`src/rtl/vga_pkg.sv`:
```
// Shared constants and types for the VGA debug-display row fetch path.
package vga_pkg;
  localparam int         CHARS_PER_LINE = 44;
  localparam logic [4:0] CHAR_SPACE     = 5'd16;
  localparam logic [5:0] LAST_COL       = 6'(CHARS_PER_LINE - 1);
  localparam logic [5:0] FIELD_PITCH    = 6'd9;
  localparam logic [4:0][5:0] FIELD_START = {6'd36, 6'd27, 6'd18, 6'd9, 6'd0};

  typedef logic [4:0] char_code_t;

  typedef enum logic [1:0] {
    ST_IDLE,
    ST_WAIT,
    ST_CAPTURE,
    ST_EMIT
  } fetch_state_e;
endpackage

```
`src/rtl/vga_col_map.sv`:
```
// Maps a column of a captured 160-bit debug row to a character code.
module vga_col_map
  import vga_pkg::*;
(
  input  logic [5:0]   col,
  input  logic [159:0] row_data,
  input  logic         blank_reg,
  input  logic         blank_mem,
  output char_code_t   code
);
  logic [5:0]  fld_w;
  logic [2:0]  fld;
  logic [5:0]  off;
  logic [31:0] word;
  logic        blank;
  logic [3:0]  nib;

  // Fields sit on a 9-column pitch: 8 hex digits plus a separating space.
  always_comb begin
    fld_w = col / FIELD_PITCH;
    fld   = (fld_w > 6'd4) ? 3'd4 : fld_w[2:0];
    off   = col - FIELD_START[fld];
    case (fld)
      3'd0:    word = row_data[159:128];
      3'd1:    word = row_data[127:96];
      3'd2:    word = row_data[95:64];
      3'd3:    word = row_data[63:32];
      default: word = row_data[31:0];
    endcase
    blank = (fld == 3'd2) ? blank_reg : blank_mem;
    nib   = word[{3'd7 - off[2:0], 2'b00} +: 4];
    code  = (off == 6'd8 || blank) ? CHAR_SPACE : {1'b0, nib};
  end
endmodule

```
`src/rtl/vga_row_fetcher.sv`:
```
// Fetches one debug-RAM row per text line and streams it as 44 character codes.
module vga_row_fetcher
  import vga_pkg::*;
#(
  parameter int READ_LATENCY = 1,
  parameter int REG_ROWS     = 32,
  parameter int MEM_ROWS     = 46
) (
  input  logic         clk,
  input  logic         rst_n,
  input  logic         line_req,
  input  logic [5:0]   line_idx,
  output logic [5:0]   read_address,
  input  logic [159:0] ram_out,
  output logic         char_valid,
  input  logic         char_ready,
  output char_code_t   char_code,
  output logic [5:0]   char_col,
  output logic         char_last,
  output logic         busy,
  output logic         line_drop
);
  fetch_state_e state, state_nxt;
  logic [1:0]   wait_cnt;
  logic [159:0] row_q_data;
  logic         blank_reg, blank_mem;
  logic [5:0]   col;
  logic         hs;

  assign char_valid = (state == ST_EMIT);
  assign busy       = (state != ST_IDLE);
  assign hs         = char_valid && char_ready;
  assign char_col   = col;
  assign char_last  = char_valid && (col == LAST_COL);
  assign line_drop  = line_req && busy;

  always_ff @(posedge clk or negedge rst_n)
    if (!rst_n) state <= ST_IDLE;
    else        state <= state_nxt;

  always_comb begin
    state_nxt = state;
    case (state)
      ST_IDLE:    if (line_req) state_nxt = ST_WAIT;
      ST_WAIT:    if (wait_cnt == 2'd0) state_nxt = ST_CAPTURE;
      ST_CAPTURE: state_nxt = ST_EMIT;
      ST_EMIT:    if (hs && col == LAST_COL) state_nxt = ST_IDLE;
      default:    state_nxt = ST_IDLE;
    endcase
  end

  // read_address doubles as the latched row index for the whole line.
  always_ff @(posedge clk or negedge rst_n) begin
    if (!rst_n) begin
      read_address <= '0;
      wait_cnt     <= '0;
      row_q_data   <= '0;
      blank_reg    <= 1'b0;
      blank_mem    <= 1'b0;
      col          <= '0;
    end else begin
      case (state)
        ST_IDLE: if (line_req) begin
          read_address <= line_idx;
          wait_cnt     <= 2'(READ_LATENCY - 1);
        end
        ST_WAIT: if (wait_cnt != 2'd0) wait_cnt <= wait_cnt - 2'd1;
        ST_CAPTURE: begin
          row_q_data <= ram_out;
          blank_reg  <= int'(read_address) >= REG_ROWS;
          blank_mem  <= int'(read_address) >= MEM_ROWS;
          col        <= '0;
        end
        ST_EMIT: if (hs) col <= (col == LAST_COL) ? 6'd0 : col + 6'd1;
        default: ;
      endcase
    end
  end

  vga_col_map u_col_map (
    .col       (col),
    .row_data  (row_q_data),
    .blank_reg (blank_reg),
    .blank_mem (blank_mem),
    .code      (char_code)
  );
endmodule

```
`config.mk`:
```
export PLATFORM = sky130hd
export DESIGN_NAME = vga_row_fetcher
export DESIGN_NICKNAME = d
export VERILOG_FILES = /design/src/rtl/vga_pkg.sv /design/src/rtl/vga_col_map.sv /design/src/rtl/vga_row_fetcher.sv
export SDC_FILE = /design/constraint.sdc
export NUM_CORES = 1
export LEC_CHECK = 0
export BUFFER_PORTS_ARGS = -buffer_cell sky130_fd_sc_hd__clkbuf_2
export CAP_MARGIN = 20
export CORE_ASPECT_RATIO = 1.5
export CORE_MARGIN = 1
export CORE_UTILIZATION = 30
export DETAILED_ROUTE_END_ITERATION = 8
export GPL_TIMING_DRIVEN = 1
export PLACE_DENSITY = 0.59
export SKIP_LAST_GASP = 1
export SLEW_MARGIN = 40
export SYNTH_ARGS = -nofsm -noshare
export SYNTH_HDL_FRONTEND = slang
export SYNTH_SLANG_ARGS = --single-unit
```
`constraint.sdc`:
```
create_clock -name clk -period 6.6 [get_ports clk]
set_input_delay 1.32 -clock clk [delete_from_list [all_inputs] [get_ports clk]]
set_output_delay 1.32 -clock clk [all_outputs]
set_load 0.01 [all_outputs]
```
==> impl_metrics.ini <==
[logic_synthesis]
synth.largest_area_cell = dfrtp_1
syn_area_sq_mm = 0.00849
synth-main-ff-cell = dfrtp_1
ys_seq_area_share_pct = 52.4
syn_avg_cell_area_sq_um = 12.9
synth_cell_types = 60
synth_seq_cells = 178
synth_edf_count = 0
async_reset_ff_share_pct = 100
yosys_warnings = 0
yosysTopAreaCellShare_pct = 52.4
syn_inst = 660
synth_area_leaders = dfrtp_1 (52%), mux2_2 (22%), a221o_1 (5.7%), ha_1 (2.4%), nand2_1 (2.2%)
synth_nets = 847

[sta]
finalHoldViolations = 0
fin_tns_setup_ns = 0
fin_worst_skew_ns = 0.0121
setup_viol = 0
fin_crit_sh_pct = 96.3
max_slew_margin_pct = 53.9
rsz0062_at_grt = no
fmax_ghz = 0.157
slew_viol_final = 0
min_period_ns = 6.35
whs_ns = 0.504
worst_pin_slew_ns = 0.687

[clock_tree]
clk_latency_ns = 0.44
root_buffer = clkbuf_16
hold_buffers = 0
cts_buffers = 17
cts_tree = done
clk_path_buf_depth = 2
cts_sinks = 178
cts_max_level = 4
clk_pin_slew_worst_paths_ns = 0.07

[power]
netSwitchingPower_mw = 1.65
swShare_pct = 32.9
ir_worst_vdd_mv = 0.236
pwr-share-comb_pct = 37.9
p_seq_share_pct = 40.0
p_per_area_mw_per_mm2 = 472
internal_power_mw = 3.36
leakage_nw = 4.73
p_clk_share_pct = 22.1

[placed_design]
placed_area_sq_mm = 0.00989
hpwlAfterDp_mm = 18.6
io_buffers = 190
gp_congestion = 0.816

[route]
dr.pass1.iters = 5
top_layer_used = met4
drt_iter0_markers = 327
wl_per_cell_um = 20.8
met3WireLength_um = 900
route.detailed.drc = 0
dr_total_vias = 6286
dr_wl_met2_mm = 13.7
wl_mm = 25.2
via_per_inst = 5.20
wl_met1_mm = 9.53
ant_nets = 0

[finish]
final_util_pct = 38.1
final-seq-area_sq_mm = 0.00445
largest_register_ff_count = 160
fill_cells = 2707
nets = 1034
multi_input_area_sq_mm = 0.00386
areaGrowthSynthToFinish_pct = 24.9
stdcell_area_sq_mm = 0.0106
layout-drive-gt1-share_pct = 50.3
largest_register = row_q_data

[critical_path]
worstSetupPathType = reg2out
critPathLaunchType = register
arrival_ns = 5.03
reg2reg_setup_slack_ns = 4.22
crit_fanout = 5
r2r_cells = 4
cp.required_ns = 5.28
end_kind = output port

[grt]
first_global_vias = 6606
grtUsageTotal_pct = 18.2
grt_pass1_wl_mm = 39.0
grt_max_degree = 123
antenna_found_initial = 4
grt_overflow = 0

[floorplanning]
die_h_um = 208
std_cell_rows = 75
core_sq_mm = 0.0279
io_pins = 191
die_width_um = 139
die-area_sq_mm = 0.0290
start_util_pct = 30.5

[run]
cap_violations = 0

[worst_hold_path]
holdPathStages = 1
hold_path_class = reg2reg

[outcome]
outcome = completed
-- final timing paths --
kind,start,end
setup reg to reg,state[0]$_DFFE_PN0P_,row_q_data[57]$_DFFE_PN0P_
setup / recovery,char_col[4]$_DFFE_PN0P_,char_code[3]
hold reg to reg,blank_mem$_DFFE_PN0P_,blank_mem$_DFFE_PN0P_
min in group asynchronous,rst_n,read_address[0]$_DFFE_PN0P_
hold / removal,blank_mem$_DFFE_PN0P_,blank_mem$_DFFE_PN0P_
max in group asynchronous,rst_n,row_q_data[31]$_DFFE_PN0P_
-- power by group through the flow --
stage	Clock [mW]	Combinational, mW	Sequential (mW)
2_1_floorplan	0	1.40	1.88
3_3_place_gp	0	1.84	2.01
3_5_place_dp	0	1.87	2.02
4_1_cts	1.14	1.88	2.00
5_1_grt	1.18	2.07	2.07
6_report	1.11	1.90	2.00
-- metal layers --
| layer | track usage, % | vias to the layer above |
|---|---|---|
| li1 | - | 2878 |
| met1 | 20.2 | 3208 |
| met2 | 32.3 | 156 |
| met3 | 3.61 | 44 |
| met4 | 10.1 | 0 |
| met5 | 0 | - |
-- critical path: stages, from the launching register on --
cell and delay, ns:
dfrtp_1 0.38, o31a_2 0.36, inv_2 0.08, ha_1 0.24, ha_1 0.22, a21bo_4 0.21
a32oi_1 0.11, and4_4 0.22, or2_2 0.32, o21ai_2 0.17, inv_1 0.06, ha_1 0.20
fa_2 0.35, xor2_1 0.14, buf_4 0.16, nand2_2 0.11, a221o_1 0.31, a221o_1 0.31
o221ai_2 0.19, o32ai_2 0.12, o311a_1 0.18, clkbuf_2 0.15
-- cell usage in the layout (no fill, tap or decap), types with 4 or more instances in the layout --
master,count
nand3_1,5
a221o_1,48
a211oi_1,9
o311a_1,4
diode_2,4
clkbuf_16,18
inv_1,17
nor2_1,9
a221oi_1,13
mux2i_1,6
clkbuf_2,189
nand2_1,48
a21oi_1,17
buf_4,19
bufinv_16,4
ha_1,15
mux2_2,167
nand2b_1,5
dfrtp_1,178
nor3_1,6
o21ai_0,9
-- Yosys cell counts, types with 2 or more instances --
library cell,instances
a211oi_1,9
a21o_1,2
a21oi_1,19
a221o_1,48
a221oi_1,13
a32oi_1,2
buf_1,8
buf_2,2
buf_4,2
buf_6,4
clkbuf_1,25
dfrtp_1,178
ha_1,16
inv_1,18
mux2_2,167
mux2i_1,6
nand2_1,49
nand2b_1,6
nand3_1,5
nor2_1,9
nor2b_1,2
nor3_1,7
o21a_1,2
o21ai_0,10
o221ai_1,5
o311a_1,4
o31a_1,2
o31ai_1,3
o32ai_1,4
xnor2_1,3
-- cells by family after synthesis --
kind of cell | count (synthesis) | synth area share (%)
buffers and inverters | 61 | 3.31
xor gates and xnor gates | 4 | 0.413
AOI/OAI and AO/OA | 134 | 13.0
adders and majority gates | 18 | 2.71
DFF | 178 | 52.4
and+or+nand+nor | 92 | 5.26
muxes | 173 | 22.8
-- layout make-up --
type	instances	area share, %
inverter	18	0.637
tap	346	4.08
timing repair buffer	211	10.8
antenna	4	0.0943
multi-input combinational	421	36.4
clock inverter	11	1.65
sequential	178	42.0
clock buffer	20	4.40
-- what timing repair did --
item | CTS | global route
setup buffers | 1 | 0
hold endpoints to repair | 0 | 0
pin swaps | 0 | 3
gates resized for setup | 5 | 11
endpoints found under the setup margin | 4 | 5
-- per-stage QoR --
stage	total power [mW]	instances	worst slack, ns
floorplan	3.28	660	0.0667
CTS	5.02	1205	0.00824
global route	5.31	1209	0.00562
detailed placement	3.89	1173	0.344
finish	5.01	1209	0.247
global placement	3.85	1173	0.393
(Power assumes the default switching activity.)
